## src/rtl/bht_sat_table_cp4.sv

```systemverilog
// Branch history table of DEPTH saturating counters with a one-cycle registered lookup,
// a write-first bypass for same-edge updates, and a synchronous flush.

module bht_sat_entry #(
   parameter int               WIDTH  = 2,
   parameter logic [WIDTH-1:0] INIT_V = '0
) (
   input  logic             clk,
   input  logic             rst_n,
   input  logic             clear,
   input  logic             upd_en,
   input  logic             upd_taken,
   output logic [WIDTH-1:0] ctr,
   output logic [WIDTH-1:0] ctr_nxt
);
   // ctr_nxt is exported so the lookup path can bypass a same-edge update
   always_comb begin
      ctr_nxt = ctr;
      if (upd_taken) begin
         if (ctr != '1) ctr_nxt = ctr + 1'b1;
      end else if (ctr != '0) begin
         ctr_nxt = ctr - 1'b1;
      end
   end

   always_ff @(posedge clk or negedge rst_n) begin
      if (!rst_n)      ctr <= INIT_V;
      else if (clear)  ctr <= INIT_V;
      else if (upd_en) ctr <= ctr_nxt;
   end
endmodule

module bht_sat_table_cp4 #(
   parameter  int WIDTH = 2,
   parameter  int DEPTH = 32,
   parameter  int INIT  = 2**(WIDTH-1)-1,
   localparam int IW    = $clog2(DEPTH)
) (
   input  logic             clk,
   input  logic             rst_n,
   input  logic             clear,
   input  logic             rd_valid,
   input  logic [IW-1:0]    rd_idx,
   input  logic             upd_valid,
   input  logic [IW-1:0]    upd_idx,
   input  logic             upd_taken,
   output logic             pred_valid,
   output logic [WIDTH-1:0] pred_ctr,
   output logic             pred_taken
);
   localparam logic [WIDTH-1:0] INIT_V = WIDTH'(INIT);

   logic [DEPTH-1:0][WIDTH-1:0] ctr_q;
   logic [DEPTH-1:0][WIDTH-1:0] ctr_nxt;
   logic                        rd_hit;

   for (genvar i = 0; i < DEPTH; i++) begin : g_ent
      bht_sat_entry #(.WIDTH(WIDTH), .INIT_V(INIT_V)) u_ent (
         .clk       (clk),
         .rst_n     (rst_n),
         .clear     (clear),
         .upd_en    (upd_valid && (upd_idx == IW'(i))),
         .upd_taken (upd_taken),
         .ctr       (ctr_q[i]),
         .ctr_nxt   (ctr_nxt[i])
      );
   end

   assign rd_hit = upd_valid && (upd_idx == rd_idx);

   // Flush beats bypass beats stored value, matching what the array holds after the edge
   always_ff @(posedge clk or negedge rst_n) begin
      if (!rst_n) begin
         pred_valid <= 1'b0;
         pred_ctr   <= INIT_V;
      end else begin
         pred_valid <= rd_valid;
         if (rd_valid) begin
            if (clear)       pred_ctr <= INIT_V;
            else if (rd_hit) pred_ctr <= ctr_nxt[rd_idx];
            else             pred_ctr <= ctr_q[rd_idx];
         end
      end
   end

   assign pred_taken = pred_ctr[WIDTH-1];
endmodule

```

## config.mk

```make
export PLATFORM = sky130hd
export DESIGN_NAME = bht_sat_table_cp4
export DESIGN_NICKNAME = d
export VERILOG_FILES = /design/src/rtl/bht_sat_table_cp4.sv
export SDC_FILE = /design/constraint.sdc
export NUM_CORES = 1
export LEC_CHECK = 0
export ABC_AREA = 1
export CAP_MARGIN = 0
export CORE_MARGIN = 2
export CORE_UTILIZATION = 60
export DETAILED_ROUTE_END_ITERATION = 8
export DONT_BUFFER_PORTS = 1
export PLACE_DENSITY = 0.87
export SLEW_MARGIN = 5
export SYNTH_ARGS = -nofsm -noshare
export SYNTH_HDL_FRONTEND = slang
export SYNTH_SLANG_ARGS = --single-unit
```

## constraint.sdc

```tcl
create_clock -name clk -period 2.3 [get_ports clk]
set_clock_uncertainty 0.15 [all_clocks]
set_input_delay 0.575 -clock clk [delete_from_list [all_inputs] [get_ports clk]]
set_output_delay 0.575 -clock clk [all_outputs]
set_load 0.02 [all_outputs]
```

Word level (Yosys, flattened, before mapping)
Cells that the tools add are included.
{"block": "word_totals", "reg_bits": 67, "inputBits": 16, "out_inout_bits": 4, "elab_cells": 427}
{"block": "classes", "n_addsub": 64, "magnitude_cmp": 1, "n_eq_ne": 64, "muxes": 166, "n_reduce_logical": 98}
{"op": "$mux W2", "count": 164}
{"op": "$reduce_bool A2 Y1", "count": 64}
{"op": "$eq A5 B5 Y1 const B", "count": 16}
{"op": "$add A2 B1 Y2 const B", "count": 32}
{"op": "$ne A2 B2 Y1 const B", "count": 32}
{"op": "$sub A2 B1 Y2 const B", "count": 32}
{"op": "$eq A5 B4 Y1 const B", "count": 8}
{"op": "$logic_and A1 B1 Y1", "count": 33}
{"op": "$bmux W2 S5", "count": 2}
{"op": "$eq A5 B3 Y1 const B", "count": 4}
{"op": "$eq A5 B2 Y1 const B", "count": 2}
{"op": "$lt A5 B6 Y1 const B", "count": 1}
{"op": "$eq A5 B1 Y1 const B", "count": 1}
{"op": "$eq A5 B5 Y1", "count": 1}
{"op": "$logic_not A5 Y1", "count": 1}

Depth between registers and ports, before layout
Gate-level depths: netlist of run 1.
{"block": "depth", "ltp_word": 7, "ltp_mapped": 14, "depth_no_buf": 12}

Modules after synthesis
A second synthesis of run 1 with hierarchy kept.
{"block": "unflattened", "cells_unflattened": 922, "hier_area_um2": 5500.3}
{"mod": "bht_sat_entry", "instances": 32, "cells_per_inst": 16, "area_each_um2": 112.6, "seq_area_each_um2": 51.3}
{"mod": "bht_sat_table_cp4", "instances": 1, "cells_per_inst": 410, "area_each_um2": 1896.8, "seq_area_each_um2": 76.3}

Worst setup path after synthesis of run 1
Ideal clock, no wire load.
{"block": "synth_timing", "path_kind": "input-to-reg", "from": "input port upd_taken", "to": "register pred_ctr[1]", "setup_ns": 0.116, "t_arrival_ns": 1.561, "required_time_ns": 2.034, "slack_ns": 0.472, "path_stages": 13, "path_buffers": 3, "cell_sequence": "buf_6 buf_8 buf_6 nand2_1 nand2_1 nand2_1 nand3_1 nand3_1 nand3_1 nand3_1 nand3_1 nand2_1 nand2_1"}
{"block": "synth_via", "elab_chain_len": 5, "word_cells_on_any_way": 36, "cone_classes": "mux: 36"}
{"item": "start: declaration", "line_no": "46", "source": "input logic upd_taken,"}
{"item": "$mux W2", "line_no": "19", "source": "if (upd_taken) begin"}
{"item": "$bmux W2 S5 (*)", "line_no": "80", "source": "else if (rd_hit) pred_ctr <= ctr_nxt[rd_idx];"}
{"item": "$mux W2 (not written as such) (*)", "line_no": "80"}
{"item": "$mux W2 (*)", "line_no": "80"}
{"item": "$mux W2 (*)", "line_no": "79", "source": "if (clear) pred_ctr <= INIT_V;"}
{"item": "end signal: assignment", "line_no": "80"}
{"item": "end signal: assignment", "line_no": "81", "source": "else pred_ctr <= ctr_q[rd_idx];"}
{"item": "end: declaration", "line_no": "48", "source": "output logic [WIDTH-1:0] pred_ctr,"}
Mark *: on every way between the ends. The rest lies on a longest branch, timed or not. The select of a mux whose other input is x is not followed.
A chain may end at the register's enable or synchronous reset.

Worst setup path in the final report of run 1
{"block": "layout_timing", "from": "input port rd_idx[1]", "to": "register pred_ctr[1]"}
{"block": "layout_via", "elab_chain_len": 4, "word_cells_on_any_way": 8, "cone_classes": "eq/ne: 1; mux: 6; reduce/logical: 1"}
{"item": "start: declaration", "line_no": "43", "source": "input logic [IW-1:0] rd_idx,"}
{"item": "$bmux W2 S5, or another cell as far along", "line_no": "81"}
{"item": "$mux W2 (not written as such), or another cell as far along", "line_no": "81"}
{"item": "$mux W2 (*)", "line_no": "80"}
{"item": "$mux W2 (*)", "line_no": "79"}
Marked as above.

==> results of run 1 <==
cell type report:
class | count | area [µm²] | area share
Inverter | 106 | 398 | 0.0740
Tap cell | 108 | 135 | 0.0251
Clock inverter | 7 | 68.8 | 0.0128
Sequential cell | 67 | 1720 | 0.320
Timing Repair Buffer | 6 | 92.6 | 0.0172
Clock buffer | 9 | 124 | 0.0230
Multi-Input combinational cell | 612 | 2840 | 0.528
where the power goes:
group / internal (mW) / switching (mW)
clock network: 0.496 / 0.505
registers: 1.23 / 0.0368
logic: 0.155 / 0.300
total: 1.88 / 0.841
state kept, by name, summed over array words and instances (netlist names):
| register | count |
|---|---|
| pred_ctr | 2 |
| g_ent.u_ent.ctr | 64 |
| pred_valid | 1 |
synth_stat cells:
library cell / n / area [µm²]
a31oi_1: 12 / 75.1
nand2_1: 199 / 747
inv_1: 103 / 387
a41oi_1: 1 / 8.76
inv_2: 3 / 11.3
buf_8: 1 / 15.0
buf_4: 7 / 52.6
o22ai_1: 5 / 31.3
a21boi_0: 3 / 22.5
nor2_4: 1 / 11.3
buf_6: 8 / 90.1
buf_2: 17 / 85.1
a21oi_2: 2 / 17.5
nor3_1: 7 / 35.0
a32oi_1: 8 / 70.1
nand2_2: 1 / 6.26
o21ai_1: 11 / 55.1
xor2_1: 2 / 17.5
o2111ai_1: 1 / 8.76
a21oi_1: 45 / 225
dfrtp_1: 34 / 851
clkbuf_1: 12 / 45.0
nor4_1: 1 / 6.26
o21ai_0: 66 / 330
nor2_1: 93 / 349
nand2b_1: 1 / 6.26
o211ai_1: 7 / 52.6
nand3_1: 137 / 686
o21a_1: 1 / 7.51
dfstp_2: 33 / 867
a22o_1: 8 / 70.1
per-layer routing:
metal / vias to the layer above / wire length [µm] / track usage
li1: 2675 / - / -
met1: 2568 / 5930 / 0.415
met2: 264 / 7110 / 0.526
met3: 30 / 1290 / 0.0719
met4: 0 / 321 / 0.124
met5: - / 0 / 0
cells by family (layout without fill, tap and decap cells):
logic type      after synthesis  in the layout  synth area share
simple gates                440            440             0.352
buf+inv                     151            128             0.131
compound gates              170            170             0.186
flops                        67             67             0.328
xor+xnor                      2              2           0.00334
through the flow:
step                      setup slack, ns  area, µm²  hold slack (ns)   util
after floorplan                     0.472       5240            0.129      -
after global placement              0.314       5140            0.131  0.599
after detailed placement            0.270       5140            0.131  0.599
after CTS                           0.593       5380           0.0989  0.626
after global routing                0.448       5380           0.0903  0.626
final                               0.584       5380            0.103  0.626
final timing paths:
| kind | startpoint | endpoint | slack, ns | cells past startpoint |
|---|---|---|---|---|
| setup / recovery | rd_idx[1] | pred_ctr[1]$_DFFE_PN0P_ | 0.58 | 10 |
| hold / removal | rd_valid | pred_valid$_DFF_PN0_ | 0.10 | 0 |
| setup reg to reg | g_ent[10].u_ent.ctr[0]$_DFFE_PN1P_ | pred_ctr[1]$_DFFE_PN0P_ | 0.60 | 10 |
| hold reg to reg | g_ent[7].u_ent.ctr[0]$_DFFE_PN1P_ | g_ent[7].u_ent.ctr[0]$_DFFE_PN1P_ | 0.34 | 2 |
| max in group asynchronous | rst_n | g_ent[20].u_ent.ctr[0]$_DFFE_PN1P_ | 1.07 | 2 |
| min in group asynchronous | rst_n | g_ent[25].u_ent.ctr[1]$_DFFE_PN0P_ | 0.61 | 2 |
worst max-delay path: stages:
cell	delay [ns]
inv_2	0.41
o211ai_1	0.17
nand3_1	0.11
nand3_1	0.11
nand3_1	0.13
nand3_1	0.08
nand2_1	0.06
inv_1	0.04
nand2_1	0.05
nand2_1	0.04
==> results_dict.tcl, run 1 <==
set metrics [dict create \
    tns_ns 0 \
    root_buffer "clkbuf_8" \
    power.leakage_nw 2.58 \
    drtIter0Drc 544 \
    grt.total_usage 0.321 \
    fin_nets 818 \
    start_util 0.610 \
    crit_required_ns 2.39 \
    htreeDepth 3 \
    core_area_um2 8590 \
    clk_path_buf_depth 2 \
    cp_data_arrival_time_ns 1.81 \
    diodes 0 \
    synthCells 830 \
    crit_path_end_kind "flip-flop" \
    drt_pre_antenna_iters 5 \
    min_period_over_period 0.746 \
    antenna_found_initial 0 \
    postCtsSetupRepairBufs 0 \
    drc 0 \
    netlist_area_um2 5240 \
    drive_above_1_share 0.0756 \
    vias 5537 \
    grt_max_degree 85 \
    syn_nets 846 \
    dieWidth_um 97.5 \
    fp-row-count 34 \
    hold_viol_final 0 \
    port_buffers 0 \
    cts-resized-gates 0 \
    postCtsHoldBufs 2 \
    grt-ovfl-total 0 \
    areaGrowthSynthToFinish_pct 2.53 \
    die-area_um2 9500 \
    ant_nets 0 \
    viasPerCell 6.05 \
    syn-mean-instance-area_um2 6.32 \
    p_per_area_nw_per_um2 507 \
    fillCellCount 801 \
    vdd_drop_max_v 0.000309 \
    final_cell_mix "nand2_1, nand3_1, inv_1" \
    grt_pass1_wl_um 25000 \
    worstSetupStartpointType "input pin" \
    slew_violations 0 \
    clkTransAtPathRegs_ns 0.07 \
    gp_congestion 0.948 \
    cts_tree "yes" \
    cts_buffers 9 \
    status "finished, final reports clean" \
    crit_type "in -> reg" \
    worst_pin_slew_ns 0.585 \
    wl_per_cell_um 16.0 \
    rsz0062_at_grt "no" \
    yosysUniqueCellTypes 31 \
    boundaryPins 20 \
    power.total_mw 2.73 \
    yosysWarnings 0 \
    period_needed_ns 1.72 \
    drv_cap 0 \
    setup_viol 0 \
    hpwlAfterDp_um 10200 \
    chipHeight_um 97.5 \
    wirelength_um 14700 \
    min_path_type "in -> reg" \
    max_freq_mhz 583 \
    grt_pass1_vias 5353 \
    mostFrequentLayoutCell "nand2_1" \
    place_inst 897 \
    cts_sinks 67 \
    ys_ff_latch 67 \
    fin_cells 915 \
    ys_seq_area_frac 0.328 \
    crit_fanout 35 \
    slew_headroom 0.610 \
    clkLatencyLatePin_ns 0.36 \
]
Note: power is estimated with default switching activity, not from simulation.
==> inputs of run 2 (changes only) <==
Settings changed: CORE_UTILIZATION 60 to 59, PLACE_DENSITY 0.87 to 0.89.
Clock period 2.3 ns to 1.4 ns, I/O delays scaled along.
==> run 2 against run 1 <==
Effect of this change:
- the flow now finishes with violations (negative hold slack, negative setup slack)
- clock power increased by 79%
- count of clock-buffer cells in the layout increased by 2
- routed wire length increased by 13%
- flip-flop and latch count unchanged
- sequential power increased by 65%
- final cell count increased by 8.9%
- first-iteration DRC count increased by 15%
- largest cell class unchanged
==> results_dict.tcl, run 2 (synthesized netlist as in run 1, its figures left out) <==
set metrics [dict create \
    mostFrequentLayoutCell "nand2_1" \
    drv_cap 0 \
    grt-ovfl-total 0 \
    chipHeight_um 98.3 \
    period_needed_ns 1.62 \
    cts_sinks 67 \
    r2r-start "g_ent[27].u_ent.ctr[0]$_DFFE_PN1P_" \
    wl_per_cell_um 16.7 \
    postCtsHoldBufs 2 \
    clkTransAtPathRegs_ns 0.08 \
    p_per_area_nw_per_um2 772 \
    cts_tree "yes" \
    antenna_found_initial 0 \
    worst_pin_slew_ns 0.474 \
    die-area_um2 9660 \
    violations "negative hold slack, negative setup slack" \
    slew_violations 0 \
    areaGrowthSynthToFinish_pct 18.3 \
    root_buffer "clkbuf_8" \
    slew_headroom 0.684 \
    rsz0062_at_grt "yes" \
    crit_path_end_kind "flip-flop" \
    r2r_end "pred_ctr[0]$_DFFE_PN1P_" \
    fin_nets 899 \
    crit_fanout 3 \
    regMostFlops "g_ent.u_ent.ctr" \
    drtIter0Drc 625 \
    clkLatencyLatePin_ns 0.36 \
    drt_pre_antenna_iters 7 \
    worstSetupStartpointType "flip-flop" \
    r2r_cells 9 \
    ant_nets 0 \
    tns_ns -0.716 \
    port_buffers 0 \
    wirelength_um 16600 \
    hold-worst-slack_ns -0.476 \
    min_path_type "in -> async" \
    vias 6100 \
    status "finished, violations left" \
    start_util 0.604 \
    grt_pass1_vias 6007 \
    r2r_slack_ns -0.22 \
    final_core_util 0.714 \
    diodes 0 \
    dieWidth_um 98.3 \
    reg_top3 "g_ent.u_ent.ctr: 64 flops, pred_ctr: 2 flops, pred_valid: 1 flops" \
    viasPerCell 6.12 \
    grt_max_degree 85 \
    boundaryPins 20 \
    crit_type "reg -> reg" \
    power.leakage_nw 3.02 \
    cts_buffers 9 \
    min_period_over_period 1.16 \
    largest_register_ffs 64 \
    drc 0 \
    max_freq_mhz 618 \
    hold_viol_final 71 \
    drive_above_1_share 0.206 \
    clk_path_buf_depth 2 \
    htreeDepth 3 \
    vdd_drop_max_v 0.000412 \
    crit_required_ns 1.55 \
    fp-row-count 34 \
    gp_congestion 0.987 \
    core_area_um2 8680 \
    setup_viol 5 \
    final_cell_mix "nand2_1, nand3_1, inv_1" \
    timing.final.ws_setup_ns -0.218 \
    hpwlAfterDp_um 11200 \
    cp_data_arrival_time_ns 1.76 \
    grt_pass1_wl_um 27700 \
    grt.total_usage 0.352 \
]
==> run 2: changes by cell type in the layout (fill, tap and decap cells not counted), moves of 12 or more <==
cell	before	now
a21oi_1	45	33
o21ai_1	11	24
o21ai_0	66	50
a21oi_2	2	14
buf_4	2	80
==> run 2: where the power goes <==
part           internal, mW  total [mW]  leakage (nW)  switching, mW
clock network         0.998        1.79         0.103          0.792
logic                 0.365       0.897          2.11          0.532
registers              2.03        2.10         0.812         0.0687
==> run 2: cell type report <==
type                    count  area (µm²)
fillers                   686        2480
repair buffers             87         721
well taps                 108         135
multi-input cells         612        3020
flip-flops and latches     67        1720
clock buffers              11         131
clock inverters             5        77.6
inverters                 106         398
==> run 2: worst max-delay path, cell delays in order (launching register included) <==
cell and delay (ns):
dfstp_2 0.56, inv_1 0.07, o21ai_0 0.13, nand3_1 0.14, nand3_1 0.09, nand3_1 0.09
nand3_1 0.10, nand3_1 0.07, nand3_1 0.08, a21oi_1 0.06
==> run 2: through the flow <==
stage	total power [mW]	instance area, µm²	setup WS [ns]	instances
final	4.78	6200	-0.218	996
after global routing	4.98	6200	-0.334	996
after CTS	4.74	6150	-0.183	995
after detailed placement	2.95	5850	-0.379	977
after global placement	2.91	5850	-0.311	977
after floorplan	2.79	5320	-0.192	830
==> run 2: routing by layer <==
metal,vias to the layer above,part of all wire,GRT usage
met2,379,0.48,0.585
met5,-,0,0
li1,2850,-,-
met4,0,0.047,0.197
met3,85,0.097,0.0744
met1,2786,0.38,0.424
==> run 2: repair_timing <==
item	CTS	global route
endpoints found under the hold margin	74	69
gates resized for setup	34	18
buffers inserted	0	1
setup endpoints to repair	5	5
pin swaps	8	2
==> run 2: worst max path at each step <==
stage	cells past startpoint	slack [ns]	end	from
after global placement	10	-0.31	pred_ctr[0]$_DFFE_PN1P_	upd_taken
after CTS	10	-0.18	pred_ctr[0]$_DFFE_PN1P_	g_ent[6].u_ent.ctr[0]$_DFFE_PN1P_
final	9	-0.22	pred_ctr[0]$_DFFE_PN1P_	g_ent[27].u_ent.ctr[0]$_DFFE_PN1P_
after global routing	9	-0.33	pred_ctr[0]$_DFFE_PN1P_	g_ent[27].u_ent.ctr[0]$_DFFE_PN1P_
after floorplan	13	-0.19	pred_ctr[1]$_DFFE_PN0P_	upd_taken
after detailed placement	10	-0.38	pred_ctr[0]$_DFFE_PN1P_	upd_taken
==> inputs of run 3 (changes only) <==
Settings changed: TNS_END_PERCENT from default to 100.
==> results of run 3 <==
The final DEF is identical to that of run 2; final timing and power are the same.
